**src/rtl/ctrl_pkg.sv**
```systemverilog
// Shared encodings and IR field geometry for the multicycle control unit.
package ctrl_pkg;

  localparam int unsigned OPCODE_W     = 3;
  localparam int unsigned ADDR_W       = 16;
  localparam int unsigned LDST_FIELD_W = 9;
  localparam int unsigned FAULT_CODE_W = 2;
  localparam int unsigned SR2_LSB      = 1;
  localparam int unsigned IMM_BIT      = 0;

  typedef enum logic [OPCODE_W-1:0] {
    OP_JUMP = 3'b000,
    OP_OR   = 3'b001,
    OP_AND  = 3'b010,
    OP_ADD  = 3'b011,
    OP_LD   = 3'b100,
    OP_ST   = 3'b101,
    OP_PUSH = 3'b110,
    OP_POP  = 3'b111
  } opcode_t;

  typedef enum logic [2:0] {
    ST_FETCH,
    ST_DECODE,
    ST_EXEC,
    ST_JUMP,
    ST_MEM,
    ST_WB,
    ST_FAULT
  } state_t;

  localparam logic [FAULT_CODE_W-1:0] FAULT_NONE      = 2'b00;
  localparam logic [FAULT_CODE_W-1:0] FAULT_OVERFLOW  = 2'b01;
  localparam logic [FAULT_CODE_W-1:0] FAULT_UNDERFLOW = 2'b10;

  // IR layout, MSB down: opcode, dr, sr1, sr2_imm, imm bit.
  function automatic int unsigned instrWidth(input int unsigned regAddrW);
    return OPCODE_W + 3 * regAddrW + 1;
  endfunction

  function automatic int unsigned opcodeLsb(input int unsigned regAddrW);
    return 3 * regAddrW + 1;
  endfunction

  function automatic int unsigned drLsb(input int unsigned regAddrW);
    return 2 * regAddrW + 1;
  endfunction

  function automatic int unsigned sr1Lsb(input int unsigned regAddrW);
    return regAddrW + 1;
  endfunction

endpackage

```
**src/rtl/stack_ptr_tracker.sv**
```systemverilog
// Stack depth counter with full/empty flags; saturates rather than wrapping.
module stack_ptr_tracker #(
  parameter  int unsigned STACK_DEPTH = 256,
  localparam int unsigned SP_W        = $clog2(STACK_DEPTH + 1)
) (
  input  logic            clk,
  input  logic            rst_n,
  input  logic            inc,
  input  logic            dec,
  output logic [SP_W-1:0] sp,
  output logic            full,
  output logic            empty
);

  assign full  = (sp == SP_W'(STACK_DEPTH));
  assign empty = (sp == '0);

  always_ff @(posedge clk or negedge rst_n) begin
    if (!rst_n) begin
      sp <= '0;
    end else if (inc && !full) begin
      sp <= sp + SP_W'(1);
    end else if (dec && !empty) begin
      sp <= sp - SP_W'(1);
    end
  end

endmodule

```
**src/rtl/multicycle_control_fsm.sv**
```systemverilog
// Handshaked multicycle control unit: fetch/decode/execute sequencing,
// datapath strobes, internal stack pointer and sticky stack fault.
module multicycle_control_fsm
  import ctrl_pkg::*;
#(
  parameter  int unsigned REG_ADDR_W  = 4,
  parameter  int unsigned STACK_DEPTH = 256,
  parameter  logic [15:0] STACK_BASE  = 16'h0100,
  localparam int unsigned INSTR_W     = instrWidth(REG_ADDR_W),
  localparam int unsigned SP_W        = $clog2(STACK_DEPTH + 1)
) (
  input  logic                    clk,
  input  logic                    rst_n,
  input  logic [INSTR_W-1:0]      imem_rdata,
  output logic                    imem_req,
  input  logic                    imem_ready,
  output logic                    dmem_req,
  input  logic                    dmem_ready,
  output logic [1:0]              alu_select,
  output logic [REG_ADDR_W-1:0]   dr,
  output logic [REG_ADDR_W-1:0]   sr1,
  output logic [REG_ADDR_W-1:0]   sr2_imm,
  output logic                    imm_select,
  output logic [ADDR_W-1:0]       jump_addr,
  output logic [ADDR_W-1:0]       ld_st_addr,
  output logic                    pc_select,
  output logic                    reg_write,
  output logic                    mem_write,
  output logic                    mem_read,
  output logic                    reg_write_select,
  output logic                    store,
  output logic                    ir_write,
  output logic                    pc_write,
  output logic                    sp_write,
  output logic [SP_W-1:0]         sp,
  output logic                    fault,
  output logic [FAULT_CODE_W-1:0] fault_code
);

  localparam int unsigned OP_LSB  = opcodeLsb(REG_ADDR_W);
  localparam int unsigned DR_LSB  = drLsb(REG_ADDR_W);
  localparam int unsigned SR1_LSB = sr1Lsb(REG_ADDR_W);

  state_t                  state;
  state_t                  stateNext;
  logic [INSTR_W-1:0]      ir;
  logic                    live;
  logic                    faultSet;
  logic [FAULT_CODE_W-1:0] faultCodeSet;
  logic                    spInc;
  logic                    spDec;
  logic                    spFull;
  logic                    spEmpty;
  opcode_t                 opcode;
  logic                    isLd;
  logic                    isSt;
  logic                    isPush;
  logic                    isPop;

  assign opcode     = opcode_t'(ir[OP_LSB +: OPCODE_W]);
  assign alu_select = ir[OP_LSB +: 2];
  assign dr         = ir[DR_LSB +: REG_ADDR_W];
  assign sr1        = ir[SR1_LSB +: REG_ADDR_W];
  assign sr2_imm    = ir[SR2_LSB +: REG_ADDR_W];
  assign imm_select = ir[IMM_BIT];
  assign jump_addr  = ADDR_W'(ir[INSTR_W-4:0]);

  assign isLd   = (opcode == OP_LD);
  assign isSt   = (opcode == OP_ST);
  assign isPush = (opcode == OP_PUSH);
  assign isPop  = (opcode == OP_POP);

  // Push writes the next free slot; pop reads the current top of stack.
  always_comb begin
    ld_st_addr = ADDR_W'(ir[LDST_FIELD_W-1:0]);
    if (isPush) begin
      ld_st_addr = STACK_BASE + ADDR_W'(sp);
    end else if (isPop) begin
      ld_st_addr = STACK_BASE + ADDR_W'(sp) - ADDR_W'(1);
    end
  end

  stack_ptr_tracker #(
    .STACK_DEPTH(STACK_DEPTH)
  ) u_sp (
    .clk  (clk),
    .rst_n(rst_n),
    .inc  (spInc),
    .dec  (spDec),
    .sp   (sp),
    .full (spFull),
    .empty(spEmpty)
  );

  // live holds FETCH quiet until the first clock after reset release.
  always_ff @(posedge clk or negedge rst_n) begin
    if (!rst_n) begin
      state      <= ST_FETCH;
      ir         <= '0;
      live       <= 1'b0;
      fault      <= 1'b0;
      fault_code <= FAULT_NONE;
    end else begin
      state <= stateNext;
      live  <= 1'b1;
      if (ir_write) begin
        ir <= imem_rdata;
      end
      if (faultSet) begin
        fault      <= 1'b1;
        fault_code <= faultCodeSet;
      end
    end
  end

  always_comb begin
    stateNext        = state;
    imem_req         = 1'b0;
    dmem_req         = 1'b0;
    pc_select        = 1'b0;
    reg_write        = 1'b0;
    mem_write        = 1'b0;
    mem_read         = 1'b0;
    reg_write_select = 1'b0;
    store            = 1'b0;
    ir_write         = 1'b0;
    pc_write         = 1'b0;
    sp_write         = 1'b0;
    spInc            = 1'b0;
    spDec            = 1'b0;
    faultSet         = 1'b0;
    faultCodeSet     = FAULT_NONE;

    case (state)
      ST_FETCH: begin
        if (live) begin
          imem_req = 1'b1;
          if (imem_ready) begin
            ir_write  = 1'b1;
            stateNext = ST_DECODE;
          end
        end
      end
      // Stack bounds are checked here so a faulting access never reaches memory.
      ST_DECODE: begin
        case (opcode)
          OP_JUMP:               stateNext = ST_JUMP;
          OP_OR, OP_AND, OP_ADD: stateNext = ST_EXEC;
          OP_PUSH: begin
            if (spFull) begin
              stateNext    = ST_FAULT;
              faultSet     = 1'b1;
              faultCodeSet = FAULT_OVERFLOW;
            end else begin
              stateNext = ST_MEM;
            end
          end
          OP_POP: begin
            if (spEmpty) begin
              stateNext    = ST_FAULT;
              faultSet     = 1'b1;
              faultCodeSet = FAULT_UNDERFLOW;
            end else begin
              stateNext = ST_MEM;
            end
          end
          default: stateNext = ST_MEM;
        endcase
      end
      ST_EXEC: begin
        reg_write = 1'b1;
        pc_write  = 1'b1;
        stateNext = ST_FETCH;
      end
      ST_JUMP: begin
        pc_select = 1'b1;
        pc_write  = 1'b1;
        stateNext = ST_FETCH;
      end
      ST_MEM: begin
        dmem_req  = 1'b1;
        mem_read  = isLd | isPop;
        mem_write = isSt | isPush;
        store     = isSt;
        if (dmem_ready) begin
          sp_write = isPush | isPop;
          spInc    = isPush;
          spDec    = isPop;
          if (isLd || isPop) begin
            stateNext = ST_WB;
          end else begin
            pc_write  = 1'b1;
            stateNext = ST_FETCH;
          end
        end
      end
      ST_WB: begin
        reg_write        = 1'b1;
        reg_write_select = 1'b1;
        pc_write         = 1'b1;
        stateNext        = ST_FETCH;
      end
      ST_FAULT: stateNext = ST_FAULT;
      default:  stateNext = ST_FETCH;
    endcase
  end

endmodule
```
**config.mk**
```make
export PLATFORM = sky130hd
export DESIGN_NAME = multicycle_control_fsm
export DESIGN_NICKNAME = d
export VERILOG_FILES = /design/src/rtl/ctrl_pkg.sv /design/src/rtl/stack_ptr_tracker.sv /design/src/rtl/multicycle_control_fsm.sv
export SDC_FILE = /design/constraint.sdc
export NUM_CORES = 1
export LEC_CHECK = 0
export ABC_CLOCK_PERIOD_IN_PS = 3050
export BUFFER_PORTS_ARGS = -buffer_cell sky130_fd_sc_hd__buf_2
export CORE_ASPECT_RATIO = 1.4
export CORE_MARGIN = 4
export CORE_UTILIZATION = 45
export DETAILED_ROUTE_END_ITERATION = 10
export GPL_TIMING_DRIVEN = 0
export PLACE_DENSITY = 0.77
export SYNTH_ARGS = -nofsm -noshare
export SYNTH_HDL_FRONTEND = slang
export SYNTH_SLANG_ARGS = --single-unit
```
**constraint.sdc**
```tcl
create_clock -name clk -period 3.05 [get_ports clk]
set_clock_uncertainty 0.1 [all_clocks]
set_input_delay 0.305 -clock clk [delete_from_list [all_inputs] [get_ports clk]]
set_output_delay 0.305 -clock clk [all_outputs]
set_load 0.02 [all_outputs]
```
==> results of run 1 <==
==> layer usage <==
layer / part of all wire / up-vias / global-route usage
li1: - / 1126 / -
met1: 0.39 / 1017 / 0.210
met2: 0.52 / 83 / 0.336
met3: 0.069 / 13 / 0.0409
met4: 0.026 / 0 / 0.0862
met5: 0 / - / 0
==> cell usage after synthesis, types with 2 or more instances <==
| cell | instances | area (µm²) |
|---|---|---|
| buf_4 | 36 | 270 |
| conb_1 | 2 | 7.51 |
| mux2i_1 | 2 | 20.0 |
| ha_1 | 9 | 113 |
| nor4_1 | 3 | 18.8 |
| inv_1 | 7 | 26.3 |
| nand2_1 | 78 | 293 |
| nor2_1 | 16 | 60.1 |
| nor3b_1 | 2 | 15.0 |
| clkbuf_1 | 8 | 30.0 |
| nor2b_1 | 4 | 25.0 |
| dfrtp_1 | 32 | 801 |
| buf_2 | 2 | 10.0 |
| o21bai_1 | 4 | 30.0 |
| mux2_2 | 2 | 22.5 |
| xnor2_1 | 9 | 78.8 |
| o21ai_0 | 22 | 110 |
| a21oi_1 | 11 | 55.1 |
| nand2b_1 | 2 | 12.5 |
| nand3_1 | 6 | 30.0 |
| a211o_2 | 2 | 20.0 |
| nor3_1 | 3 | 15.0 |
| xor2_1 | 6 | 52.6 |
==> cell families after synthesis <==
kind of cell               count (synthesis)  synth area share
DFF                                       32             0.342
other                                      2           0.00321
xor gates and xnor gates                  15            0.0561
AOI/OAI and AO/OA                         52             0.138
muxes                                      4            0.0182
buffers and inverters                     56             0.152
adders and majority gates                 10            0.0566
and+or+nand+nor                          122             0.234
==> critical path, cell delays in order (launching register included) <==
cell and delay, ns:
dfrtp_2 0.40, or4_4 0.56, nor4b_4 0.28, a211o_4 0.24, ha_4 0.22, nor2b_1 0.14, o31a_1 0.29, a211o_1 0.30
mux2i_1 0.13, o211a_1 0.24
==> what timing repair did <==
item                                   CTS  global route
resized for setup                        5             4
pin swaps                                4             3
endpoints found under the hold margin   32             0
gates cloned                             0             0
hold buffers                             1             0
buffers inserted                         7             1
setup endpoints to repair                4             4
==> worst min path at each step <==
stage	start	end	depth (start not counted)
after CTS	imem_rdata[6]	ir[6]$_DFFE_PN0P_	3
final	imem_rdata[6]	ir[6]$_DFFE_PN0P_	3
after global routing	imem_rdata[15]	ir[15]$_DFFE_PN0P_	3
after floorplan	rst_n	fault$_DFFE_PN0P_	0
after global placement	rst_n	u_sp.sp[3]$_DFFE_PN0P_	1
after detailed placement	rst_n	u_sp.sp[3]$_DFFE_PN0P_	1
==> registers in the layout, summed over array words and instances (netlist names) <==
name        flops
state           3
ir             16
fault_code      2
u_sp.sp         9
fault           1
live            1
==> layout make-up <==
cell class              count  area share
multi-input cells         213       0.407
flip-flops and latches     32       0.261
repair buffers             89       0.152
plain buffers              45       0.103
clock buffers               7      0.0312
well taps                  64      0.0259
clock inverters             1     0.00973
inverters                   8     0.00973
==> power groups by stage <==
stage                     Combinational, mW  Clock, mW  Sequential [mW]
after CTS                              2.01      0.453            0.748
after global routing                   2.18      0.471            0.791
final                                  1.99      0.447            0.764
after global placement                 1.92          0            0.731
after floorplan                        1.43          0            0.744
after detailed placement               1.96          0            0.742
==> results.md, run 1 <==
* Post-layout util at 0.623
* Most common cell after layout, fill and taps aside: buf_2
* CP Data Required Time at 3.13 ns
* Period utilization at 0.985
* CP max FO at 7
* Die X at 69.0 µm
* Die area at 0.00644 mm²
* Fraction of registers with async set/reset at 1.00
* Post-Place Cells at 445
* EDFF count, synth at 0
* Initial antenna violation count at 0
* Reg2Reg Depth at 9
* Worst setup margin at 0.0445 ns
* Internal power at 1.72 mW
* Syn avg cell area at 7.99 µm²
* P_sw at 1.48 mW
* Fin Hold WS at 0.104 ns
* Rows at 30
* CP endpoint: u_sp.sp[8]$_DFFE_PN0P_
* Dominant synthesized flop cell: dfrtp_1
* Gate count after technology mapping at 293
* Clock share of power at 0.140
* Initial DRC Count at 105
* Layout Cells excl Fill at 459
* Crit path kind: register to register
* Global route overflow at 0
* Achievable Freq at 333 MHz
* Net Sw Frac at 0.462
* Ports at 90
* Fillers at 450
* Ratio of cells with drive above 1 in the final layout at 0.400
* Antenna cell count at 0
* Die Y at 93.4 µm
* PwrDens at 1040 mW/mm²
* Relative slew margins at 0.523
* CTS Sinks at 32
* Cell area after layout at 0.00309 mm²
* Register area at 807 µm²
* Number of global-route vias before repair at 2102
* Vias at 2239
* Core footprint at 0.00495 mm²
* Post-DR wirelength/cell at 12.8 µm
* Setup crit start kind: register
* Number of remaining DRC errors at 0
* Critical Path Start: u_sp.sp[2]$_DFFE_PN0P_
* Total Power at 3.20 mW
* VDD IR max at 0.433 mV
* CTS clock-pin slew for the worst setup and hold paths at 0.07 ns
* Logic gate share of total power at 0.621
* Max H-tree Level at 2
* Layout Nets at 424
* Yosys warns at 0
* Multi-input logic area at 0.00126 mm²
* Final wirelength at 5.86 mm
* Final ANT Viol Nets at 0
* Post-synth cell types at 48
* LEAKAGE at 1.67 nW
* Post-placement setup slack at -0.270 ns
* Root buf cell: clkbuf_8
* Largest net degree at the start of global routing at 33
* Area after DPL at 0.00288 mm²
* Hold Vio Cnt, Final at 0
* Area Growth Syn to Fin at 31.8%
* Clk buf depth at 2
* Worst-margin pin slew at 0.716 ns
* Critical R2R Launch: u_sp.sp[2]$_DFFE_PN0P_
* Status: completed
* Drt first pass iters at 4
* Port Buf Inserts at 80
* Worst Hold Class: primary input to register
* Clk Latency, worst-skew pair at 0.29 ns
* Initial Utilization at 0.473
* Vias per cell at 4.88
* RR Endpoint: u_sp.sp[8]$_DFFE_PN0P_
* Arrival time at the worst endpoint at 3.09 ns
* Total Routing Usage GR at 0.190
* Most frequent cells in the layout: buf_2 (82), nand2_1 (78), buf_4 (44)
* Sequential-to-total area share from yosys stat at 0.342
* Netlist Area Pre-Place at 0.00234 mm²
* CTS tree: built
* Pins over their slew limit at 0
* Unrepaired setup endpoints after global routing: yes
* Hpwl dp at 4.48 mm
* Crit path capture type: register
* Max Cap Viol at 0
* Seq pwr share at 0.239
* FF-to-FF setup slack at 0.04 ns
* Total CTS buffers at 5
* Min Clock Period, post-route at 3.01 ns
* Setup TNS at 0 ns
* Finish-stage setup viols at 0
* #FFs+latches synth at 32
* Placer congestion estimate at 0.822
* Global-route wire length before repair at 9.39 mm
(Power assumes the default switching activity.)
==> run 2, diff against run 1 <==
--- a/config.mk
+++ b/config.mk
@@ -7,7 +7,7 @@
 export LEC_CHECK = 0
 export ABC_CLOCK_PERIOD_IN_PS = 3050
 export BUFFER_PORTS_ARGS = -buffer_cell sky130_fd_sc_hd__buf_2
-export CORE_ASPECT_RATIO = 1.4
+export CORE_ASPECT_RATIO = 1.2
 export CORE_MARGIN = 4
 export CORE_UTILIZATION = 45
 export DETAILED_ROUTE_END_ITERATION = 10
==> results.md, run 2 (same netlist as run 1, synthesis figures left out) <==
* Port Buf Inserts at 80
* Fin Hold WS at 0.111 ns
* Max Cap Viol at 0
* Final ANT Viol Nets at 0
* Root buf cell: clkbuf_8
* Min Clock Period, post-route at 3.04 ns
* Rows at 28
* Post-DR wirelength/cell at 13.0 µm
* Cell area after layout at 0.00309 mm²
* Initial antenna violation count at 0
* Met2 usage at 0.331
* Net Sw Frac at 0.460
* Max FFs per register at 16
* Achievable Freq at 329 MHz
* Drt first pass iters at 4
* Relative slew margins at 0.523
* Initial Utilization at 0.471
* Ports at 90
* LEAKAGE at 1.68 nW
* Setup TNS at 0 ns
* Placer congestion estimate at 0.836
* CTS Sinks at 32
* Logic gate share of total power at 0.625
* Total Routing Usage GR at 0.183
* Arrival time at the worst endpoint at 3.11 ns
* CTS clock-pin slew for the worst setup and hold paths at 0.07 ns
* Crit path capture type: register
* Area after DPL at 0.00288 mm²
* Clk Latency, worst-skew pair at 0.28 ns
* Seq pwr share at 0.238
* Status: completed
* Antenna cell count at 0
* Clk buf depth at 2
* Area Growth Syn to Fin at 31.9%
* Number of global-route vias before repair at 2164
* Largest registers: ir: 16 flops, u_sp.sp: 9 flops, state: 3 flops
* Die area at 0.00643 mm²
* M1 GR Usage at 0.203
* Initial DRC Count at 106
* Hpwl dp at 4.57 mm
* Most frequent cells in the layout: buf_2 (82), nand2_1 (78), buf_4 (43)
* PwrDens at 1040 mW/mm²
* Setup crit start kind: register
* Internal power at 1.74 mW
* Vias per cell at 4.98
* Global-route wire length before repair at 9.36 mm
* Max H-tree Level at 2
* Worst Hold Class: primary input to register
* Core footprint at 0.00497 mm²
* Global route overflow at 0
* CP Data Required Time at 3.12 ns
* Die Y at 87.0 µm
* Post-Place Cells at 441
* Period utilization at 0.995
* Die X at 73.9 µm
* Layout Nets at 423
* Crit path kind: register to register
* Number of remaining DRC errors at 0
* Grt met3 use at 0.0300
* Worst-margin pin slew at 0.715 ns
* Post-layout util at 0.621
* Largest net degree at the start of global routing at 33
* GR peak layer: met2
* VDD IR max at 0.425 mV
* Vias at 2259
* Final wirelength at 5.91 mm
* P_sw at 1.48 mW
* Finish-stage setup viols at 0
* Layout Cells excl Fill at 454
* Unrepaired setup endpoints after global routing: yes
* CP max FO at 8
* Hold Vio Cnt, Final at 0
* Total CTS buffers at 5
* CTS tree: built
* Top reg by flops: ir
* Most common cell after layout, fill and taps aside: buf_2
* Pins over their slew limit at 0
* Ratio of cells with drive above 1 in the final layout at 0.409
* Clock share of power at 0.138
-- run 2: changes by cell type in the layout (fill, tap and decap cells not counted), sizes merged --
cell  previous run  this run
buf            128       127
-- run 2: cell type report --
class,instances,area [µm²]
fillers,454,1880
well taps,60,75.1
repair buffers,88,463
flip-flops and latches,32,807
multi-input cells,213,1270
clock buffers,7,96.3
plain buffers,45,317
inverters,8,30.0
clock inverters,1,30.0
-- run 2: worst paths after layout --
check / start / end / slack, ns / depth (start not counted)
max: u_sp.sp[4]$_DFFE_PN0P_ / u_sp.sp[8]$_DFFE_PN0P_ / 0.01 / 9
min: imem_rdata[5] / ir[5]$_DFFE_PN0P_ / 0.11 / 3
max reg2reg: u_sp.sp[4]$_DFFE_PN0P_ / u_sp.sp[8]$_DFFE_PN0P_ / 0.01 / 9
min reg2reg: fault$_DFFE_PN0P_ / fault$_DFFE_PN0P_ / 0.37 / 1
max in group asynchronous: rst_n / ir[15]$_DFFE_PN0P_ / 1.83 / 2
min in group asynchronous: rst_n / state[1]$_DFFE_PN0P_ / 0.52 / 2
-- run 2: layer usage --
metal  vias to the layer above  share of wire  routed length (µm)
met2                        75           0.51                3020
met5                         -              0                   0
li1                       1126              -                   -
met3                        21          0.059                 346
met4                         0          0.039                 231
met1                      1037           0.39                2310
-- run 2: critical path: stages (launching register included) --
cell,delay [ns]
dfrtp_2,0.41
or4_4,0.55
nor4b_4,0.29
a211o_4,0.26
ha_4,0.23
nor2b_4,0.13
o31a_1,0.28
a211o_1,0.30
mux2i_1,0.13
o211a_1,0.24
-- run 2: per-stage QoR --
step           worst slack (ns)  power [mW]
6_report                 0.0149        3.22
3_5_place_dp             -0.264        2.71
3_3_place_gp             -0.214        2.65
5_1_grt                 -0.0755        3.46
4_1_cts                 -0.0605        3.19
2_1_floorplan           -0.0513        2.18
-- run 2: power groups by stage --
stage,Combinational [mW],Sequential [mW],Clock [mW]
3_3_place_gp,1.92,0.731,0
2_1_floorplan,1.43,0.744,0
5_1_grt,2.20,0.792,0.468
3_5_place_dp,1.97,0.743,0
4_1_cts,2.00,0.746,0.446
6_report,2.01,0.765,0.444
-- run 2: timing repair --
| item | in CTS | in global routing |
|---|---|---|
| hold buffers | 1 | 0 |
| setup endpoints to repair | 4 | 3 |
| pin swaps | 3 | 3 |
| hold endpoints to repair | 3 | 0 |
| resized for setup | 2 | 11 |
| buffers inserted | 5 | 2 |
